## src/rtl/timer_dev.sv

```systemverilog
// Memory-mapped down-counting timer: prescaler, auto-reload counter, sticky flag, level irq.
// Optional prescaler enabled with `define TIMER_PRESCALER_EN; otherwise every enabled cycle ticks.
module timer_dev #(
    parameter int CNT_W = 32,
    parameter int PSC_W = 16
) (
    input  logic        cpu_clk,
    input  logic        cpu_rst,
    input  logic        we_from_bridge,
    input  logic [4:0]  addr_from_bridge,
    input  logic [31:0] wdata_from_bridge,
    output logic [31:0] rdata_to_bridge,
    output logic        irq
);
    localparam logic [2:0] A_CTRL   = 3'd0;
    localparam logic [2:0] A_PSC    = 3'd1;
    localparam logic [2:0] A_RELOAD = 3'd2;
    localparam logic [2:0] A_COUNT  = 3'd3;
    localparam logic [2:0] A_STATUS = 3'd4;

    logic [2:0] sel;
    logic       wr_ctrl, wr_reload, wr_count, wr_status;
    logic       en, ar, ie, flag;
    logic       en_d, ie_d, flag_d;
    logic       tick, underflow;
    logic [CNT_W-1:0] count, reload;
    logic [31:0] psc_rd;
    logic       unused_addr;

    assign sel         = addr_from_bridge[4:2];
    assign unused_addr = ^addr_from_bridge[1:0];
    assign wr_ctrl     = we_from_bridge && (sel == A_CTRL);
    assign wr_reload   = we_from_bridge && (sel == A_RELOAD);
    assign wr_count    = we_from_bridge && (sel == A_COUNT);
    assign wr_status   = we_from_bridge && (sel == A_STATUS);
    assign underflow   = tick && (count == '0);

`ifdef TIMER_PRESCALER_EN
    logic             wr_psc;
    logic [PSC_W-1:0] prescale, psc;

    assign wr_psc = we_from_bridge && (sel == A_PSC);
    assign tick   = en && (psc == prescale);
    assign psc_rd = 32'(prescale);

    // psc restarts whenever the time base is redefined, and rests at 0 while disabled.
    always_ff @(posedge cpu_clk or posedge cpu_rst) begin
        if (cpu_rst) begin
            prescale <= '0;
            psc      <= '0;
        end else begin
            if (wr_psc)
                prescale <= wdata_from_bridge[PSC_W-1:0];
            if (wr_psc || wr_count || (wr_ctrl && wdata_from_bridge[0] && !en) || tick || !en_d)
                psc <= '0;
            else
                psc <= psc + 1'b1;
        end
    end
`else
    assign tick   = en;
    assign psc_rd = '0;
`endif

    always_comb begin
        en_d = en;
        if (wr_ctrl)
            en_d = wdata_from_bridge[0];
        else if (underflow && !ar)
            en_d = 1'b0;

        ie_d = wr_ctrl ? wdata_from_bridge[2] : ie;

        // Underflow wins over a coincident W1C so the event is never lost.
        flag_d = flag;
        if (underflow)
            flag_d = 1'b1;
        else if (wr_status && wdata_from_bridge[0])
            flag_d = 1'b0;
    end

    always_ff @(posedge cpu_clk or posedge cpu_rst) begin
        if (cpu_rst) begin
            en     <= 1'b0;
            ar     <= 1'b0;
            ie     <= 1'b0;
            flag   <= 1'b0;
            irq    <= 1'b0;
            count  <= '0;
            reload <= '0;
        end else begin
            en   <= en_d;
            ie   <= ie_d;
            flag <= flag_d;
            irq  <= flag_d & ie_d;
            if (wr_ctrl)
                ar <= wdata_from_bridge[1];
            if (wr_reload)
                reload <= wdata_from_bridge[CNT_W-1:0];
            // A bus write to COUNT overrides any decrement or reload this cycle.
            if (wr_count)
                count <= wdata_from_bridge[CNT_W-1:0];
            else if (tick) begin
                if (count != '0)
                    count <= count - 1'b1;
                else if (ar)
                    count <= reload;
            end
        end
    end

    always_comb begin
        rdata_to_bridge = '0;
        case (sel)
            A_CTRL:   rdata_to_bridge = {29'd0, ie, ar, en};
            A_PSC:    rdata_to_bridge = psc_rd;
            A_RELOAD: rdata_to_bridge = 32'(reload);
            A_COUNT:  rdata_to_bridge = 32'(count);
            A_STATUS: rdata_to_bridge = {31'd0, flag};
            default:  rdata_to_bridge = '0;
        endcase
    end
endmodule
```

## config.mk

```make
export PLATFORM = sky130hd
export DESIGN_NAME = timer_dev
export DESIGN_NICKNAME = d
export VERILOG_FILES = /design/src/rtl/timer_dev.sv
export SDC_FILE = /design/constraint.sdc
export NUM_CORES = 1
export LEC_CHECK = 0
export CORE_MARGIN = 3
export CORE_UTILIZATION = 44
export CTS_CLUSTER_DIAMETER = 80
export DETAILED_ROUTE_END_ITERATION = 6
export DONT_BUFFER_PORTS = 1
export GPL_TIMING_DRIVEN = 0
export PLACE_DENSITY_LB_ADDON = 0.1
export SYNTH_ARGS = -nofsm -noshare
export SYNTH_HDL_FRONTEND = slang
export SYNTH_SLANG_ARGS = --single-unit
```

## constraint.sdc

```tcl
create_clock -name cpu_clk -period 2.3 [get_ports cpu_clk]
set_input_delay 0.46 -clock cpu_clk [delete_from_list [all_inputs] [get_ports cpu_clk]]
set_output_delay 0.46 -clock cpu_clk [all_outputs]
set_load 0.01 [all_outputs]
```

## After elaboration in Yosys (flattened, before gate mapping)

Cells that the tools add are included.

| word-level totals | value |
|---|---|
| register bits after elaboration | 69 |
| bits in latches | 0 |
| RAM bits | 0 |
| memory bits (read-only) | 0 |
| output and inout bits | 33 |
| logic and storage cells | 37 |
| memories kept | 0 |

| operators by class | value |
|---|---|
| $add $sub $neg | 1 |
| $mul | 0 |
| divide/modulo/power cells | 0 |
| order comparisons | 0 |
| equality and inequality tests | 3 |
| shift-type cells | 0 |
| muxes and demuxes | 10 |
| bitwise operators | 1 |
| reductions and logical operators | 15 |

Operators with widths:

| kind | count |
|---|---|
| $mux 32 | 4 |
| $pmux 32 s4 | 1 |
| $logic_not 32->1 | 1 |
| $reduce_bool 32->1 | 1 |
| $sub 32x1->32 const B | 1 |
| $logic_and 1x1->1 | 7 |
| $eq 3x2->1 const B | 2 |
| $mux 1 | 5 |
| $reduce_bool 2->1 | 2 |
| $eq 3x3->1 const B | 1 |
| $logic_not 3->1 | 1 |
| $reduce_bool 3->1 | 1 |
| $reduce_and 2->1 | 1 |
| $and 1x1->1 | 1 |
| $logic_not 1->1 | 1 |

## Logic depth before layout (Yosys ltp)

| logic depth | value |
|---|---|
| depth in word-level cells | 6 |
| gate-level depth with buffers | 9 |
| depth with buffers taken out | 7 |

## Worst setup path before layout

OpenSTA, ideal clock, no wires.

| path | value |
|---|---|
| kind | input to output |
| from | input port addr_from_bridge[3] |
| to | output port rdata_to_bridge[11] |
| arrival time | 1.695 ns |
| data required time | 1.840 ns |
| path slack | 0.145 ns |
| stages | 5 |
| cell sequence | buf_2 nor3b_1 clkbuf_1 clkbuf_1 a22o_1 |

| between the ends | value |
|---|---|
| longest elaborated chain between the ends | 2 |
| elaborated cells on any way between the ends | 5 |
| classes of those cells | eq/ne: 3; mux: 1; reduce/logical: 1 |

RTL lines:

| item | line | text |
|---|---|---|
| start, declared | 10 | `input logic [4:0] addr_from_bridge,` |
| $eq 3x3->1, or another cell as far along | 114 | `case (sel)` |
| $pmux 32 s4 (*) | 114 |  |
| end, declared | 12 | `output logic [31:0] rdata_to_bridge,` |

Mark *: on every way between the ends. The rest lies on a longest branch, timed or not.

## Final worst setup path

| path | value |
|---|---|
| from | register ar |
| to | output port rdata_to_bridge[1] |

| between the ends | value |
|---|---|
| longest elaborated chain between the ends | 1 |

RTL lines:

| item | line | text |
|---|---|---|
| start, declared | 23 | `logic en, ar, ie, flag;` |
| start signal, assigned | 97 | `ar <= wdata_from_bridge[1];` |
| $pmux 32 s4 | 114 |  |

Every way passes these cells.

==> metrics.txt <==
multi-input logic area=2810 sq um; Post-Synthesis Cell Area=4650 sq um; maximum VDD drop=0.000497 V; Mean Syn Cell Area=9.87 sq um; fillers=914; sequential share of power=0.420; post-synth net total=513; Bufs on Longest Clock Path=2; Gate power share=0.397; initial drt markers=373; largest net degree at the start of global routing=70; Sw Pwr=2.05 mW; cell with the most instances after synthesis=dfrtp_1; final worst-path cycle share=0.975; status=completed; PD cells=918 nW/um^2; vias per cell=6.64; CTS Buf Count=9; vias=4272; final wirelength=16.2 mm; share of layout cells above drive strength 1=0.296; Post-synth ARST share=1.00; Final Util=0.543; Clk pwr share=0.182; drc violations=0; sequential-to-total area share from yosys stat=0.372; router iterations before antenna repair=5; die height=109 microns; Crit. End Element=output pin; I/O Buffers=0; Die Footprint=11800 sq um; CP arrival=1.78 ns; clock latency at the later pin of the worst-skew pair=0.36 ns; Synth area leader=dfrtp_1; H-tree Lvls=3; Commonest cells post-synth=69 x dfrtp_1, 35 x a22o_1, 34 x mux2_2; top cell type's share of synthesized area=0.372; final setup fails=0; Sw Ratio=0.411; clock root cell=clkbuf_8; Worst Skew=0.00931 ns; GPL Wtd Cong=0.918; Nets=549; starting density of the core=0.465; storage element area=1730 sq um; design internal power=2.94 mW; crit path max fanout=10; final worst path period need=2.24 ns; area delta synth->final=16.8%; first-pass GRT wire length=24.9 mm; core area=10000 sq um; Top FF cell, synth=dfrtp_1; final hold violations=0; row count=36; HP Class=in2async; synthesis-stage register bit count=69; clock sink count=69; max-cap viol count=0; CTS tree=yes; Final Slew Violations=0; antenna violations before repair=0; kind of critical path=reg2out; boundary pin count=73; Distinct cells, synth=72; fmax=446 MHz; WL/cell=25.2 microns; worst slew pin tran=0.803 ns; Mapped Cells=471; PnR worst setup slack=0.0576 ns; leakage=2.14 nW; hpwl dp=11.0 mm; Req. time, crit path=1.84 ns; Final ANT Viol Nets=0; vias in the first global route=4232; chip width=109 microns; clock transition at the registers of the reported paths=0.08 ns; slew margin rel.=0.457; Tot GR Track Use=0.283; Pwr Total=4.98 mW; Post-synth EDFFs=0; Synth area leaders=dfrtp_1 37%, mux2_2 8.2%, a22o_1 6.6%; startpoint types=flop; DP Worst Slack=-0.712 ns; GRT Residual Overflow=0; RSZ-0062 raised after global routing=yes; ANT cells=0; yosys warns=0
==> layout by cell type, fill, tap and decap left out, types with 6 or more instances in the layout <==
cell type,count
a22o_1,35
a21oi_1,8
dfrtp_2,6
nor2_1,25
buf_4,27
mux2_2,34
inv_1,7
nor4_4,9
dfrtp_1,63
a211oi_1,17
o21ai_0,16
nand4_1,11
clkbuf_1,11
clkbuf_8,12
nand2_1,21
clkbuf_2,8
mux2i_1,11
nor3_1,19
nand3_1,11
a221o_1,8
buf_2,11
nand2b_1,8
o31ai_1,7
==> state kept, by name (all words and copies together), names as in the netlist <==
register / cells
irq: 1
ie: 1
en: 1
ar: 1
flag: 1
reload: 32
count: 32
==> final timing paths <==
path | startpoint | to | slack (ns) | cells past startpoint
setup reg to reg | count[1] | count[26] | 0.09 | 7
min in group cpu_clk | wdata_from_bridge[0] | en | 0.21 | 2
hold reg to reg | reload[23] | count[23] | 0.52 | 2
hold / removal | cpu_rst | reload[15] | 0.04 | 2
setup / recovery | ar | rdata_to_bridge[1] | 0.06 | 4
max in group asynchronous | cpu_rst | count[0] | 1.95 | 2
==> worst max-delay path: stages, from the launching register on <==
cell and delay [ns]:
dfrtp_1 0.35, clkbuf_2 0.30, buf_2 0.40, a22oi_1 0.15, nor2_1 0.21
==> cell families (layout without fill, tap and decap cells) <==
| kind of cell | count (synthesis) | count (layout) | share of synthesized area |
|---|---|---|---|
| buf+inv | 54 | 93 | 0.0541 |
| flops | 69 | 69 | 0.372 |
| mux | 45 | 45 | 0.106 |
| compound gates | 139 | 139 | 0.231 |
| fa+ha+maj | 2 | 2 | 0.00538 |
| simple gates | 153 | 153 | 0.215 |
| xor+xnor | 9 | 9 | 0.0170 |
==> power groups by stage <==
stage / Combinational, mW / Sequential (mW) / Clock (mW)
after floorplan: 1.38 / 1.91 / 0
after global placement: 1.70 / 2.02 / 0
after detailed placement: 1.72 / 2.03 / 0
after CTS: 1.79 / 2.02 / 0.929
after global routing: 2.17 / 2.14 / 0.975
final: 1.98 / 2.09 / 0.909
==> cell type report <==
type / count / share of cell area
Buffer: 40 / 0.0443
Clock buffer: 12 / 0.0286
Clock inverter: 2 / 0.00184
Inverter: 11 / 0.00807
Multi-Input combinational cell: 348 / 0.518
Sequential cell: 69 / 0.320
Tap cell: 133 / 0.0307
Timing Repair Buffer: 28 / 0.0493
==> through the flow <==
stage / hold slack (ns) / area, sq um / TNS [ns] / std cells
after detailed placement: 0.447 / 4840 / -16.58 / 605
after global placement: 0.498 / 4810 / -70.61 / 604
final: 0.0423 / 5430 / 0 / 643
after CTS: 0.0614 / 5190 / 0 / 631
after global routing: 0.0777 / 5430 / -0.00976 / 643
after floorplan: 0.470 / 4650 / 0 / 471
==> layer usage <==
metal,track usage,part of all wire
met1,0.375,0.43
met2,0.444,0.46
met3,0.0657,0.080
met4,0.120,0.033
met5,0,0
==> what timing repair did <==
action / in CTS / in global routing
hold buffers: 0 / 0
endpoints found under the setup margin: 62 / 41
pin swaps: 3 / 9
setup buffers: 12 / 15
hold endpoints to repair: 0 / 0
gates resized for setup: 24 / 35
Power figures use the tool's default switching activity.
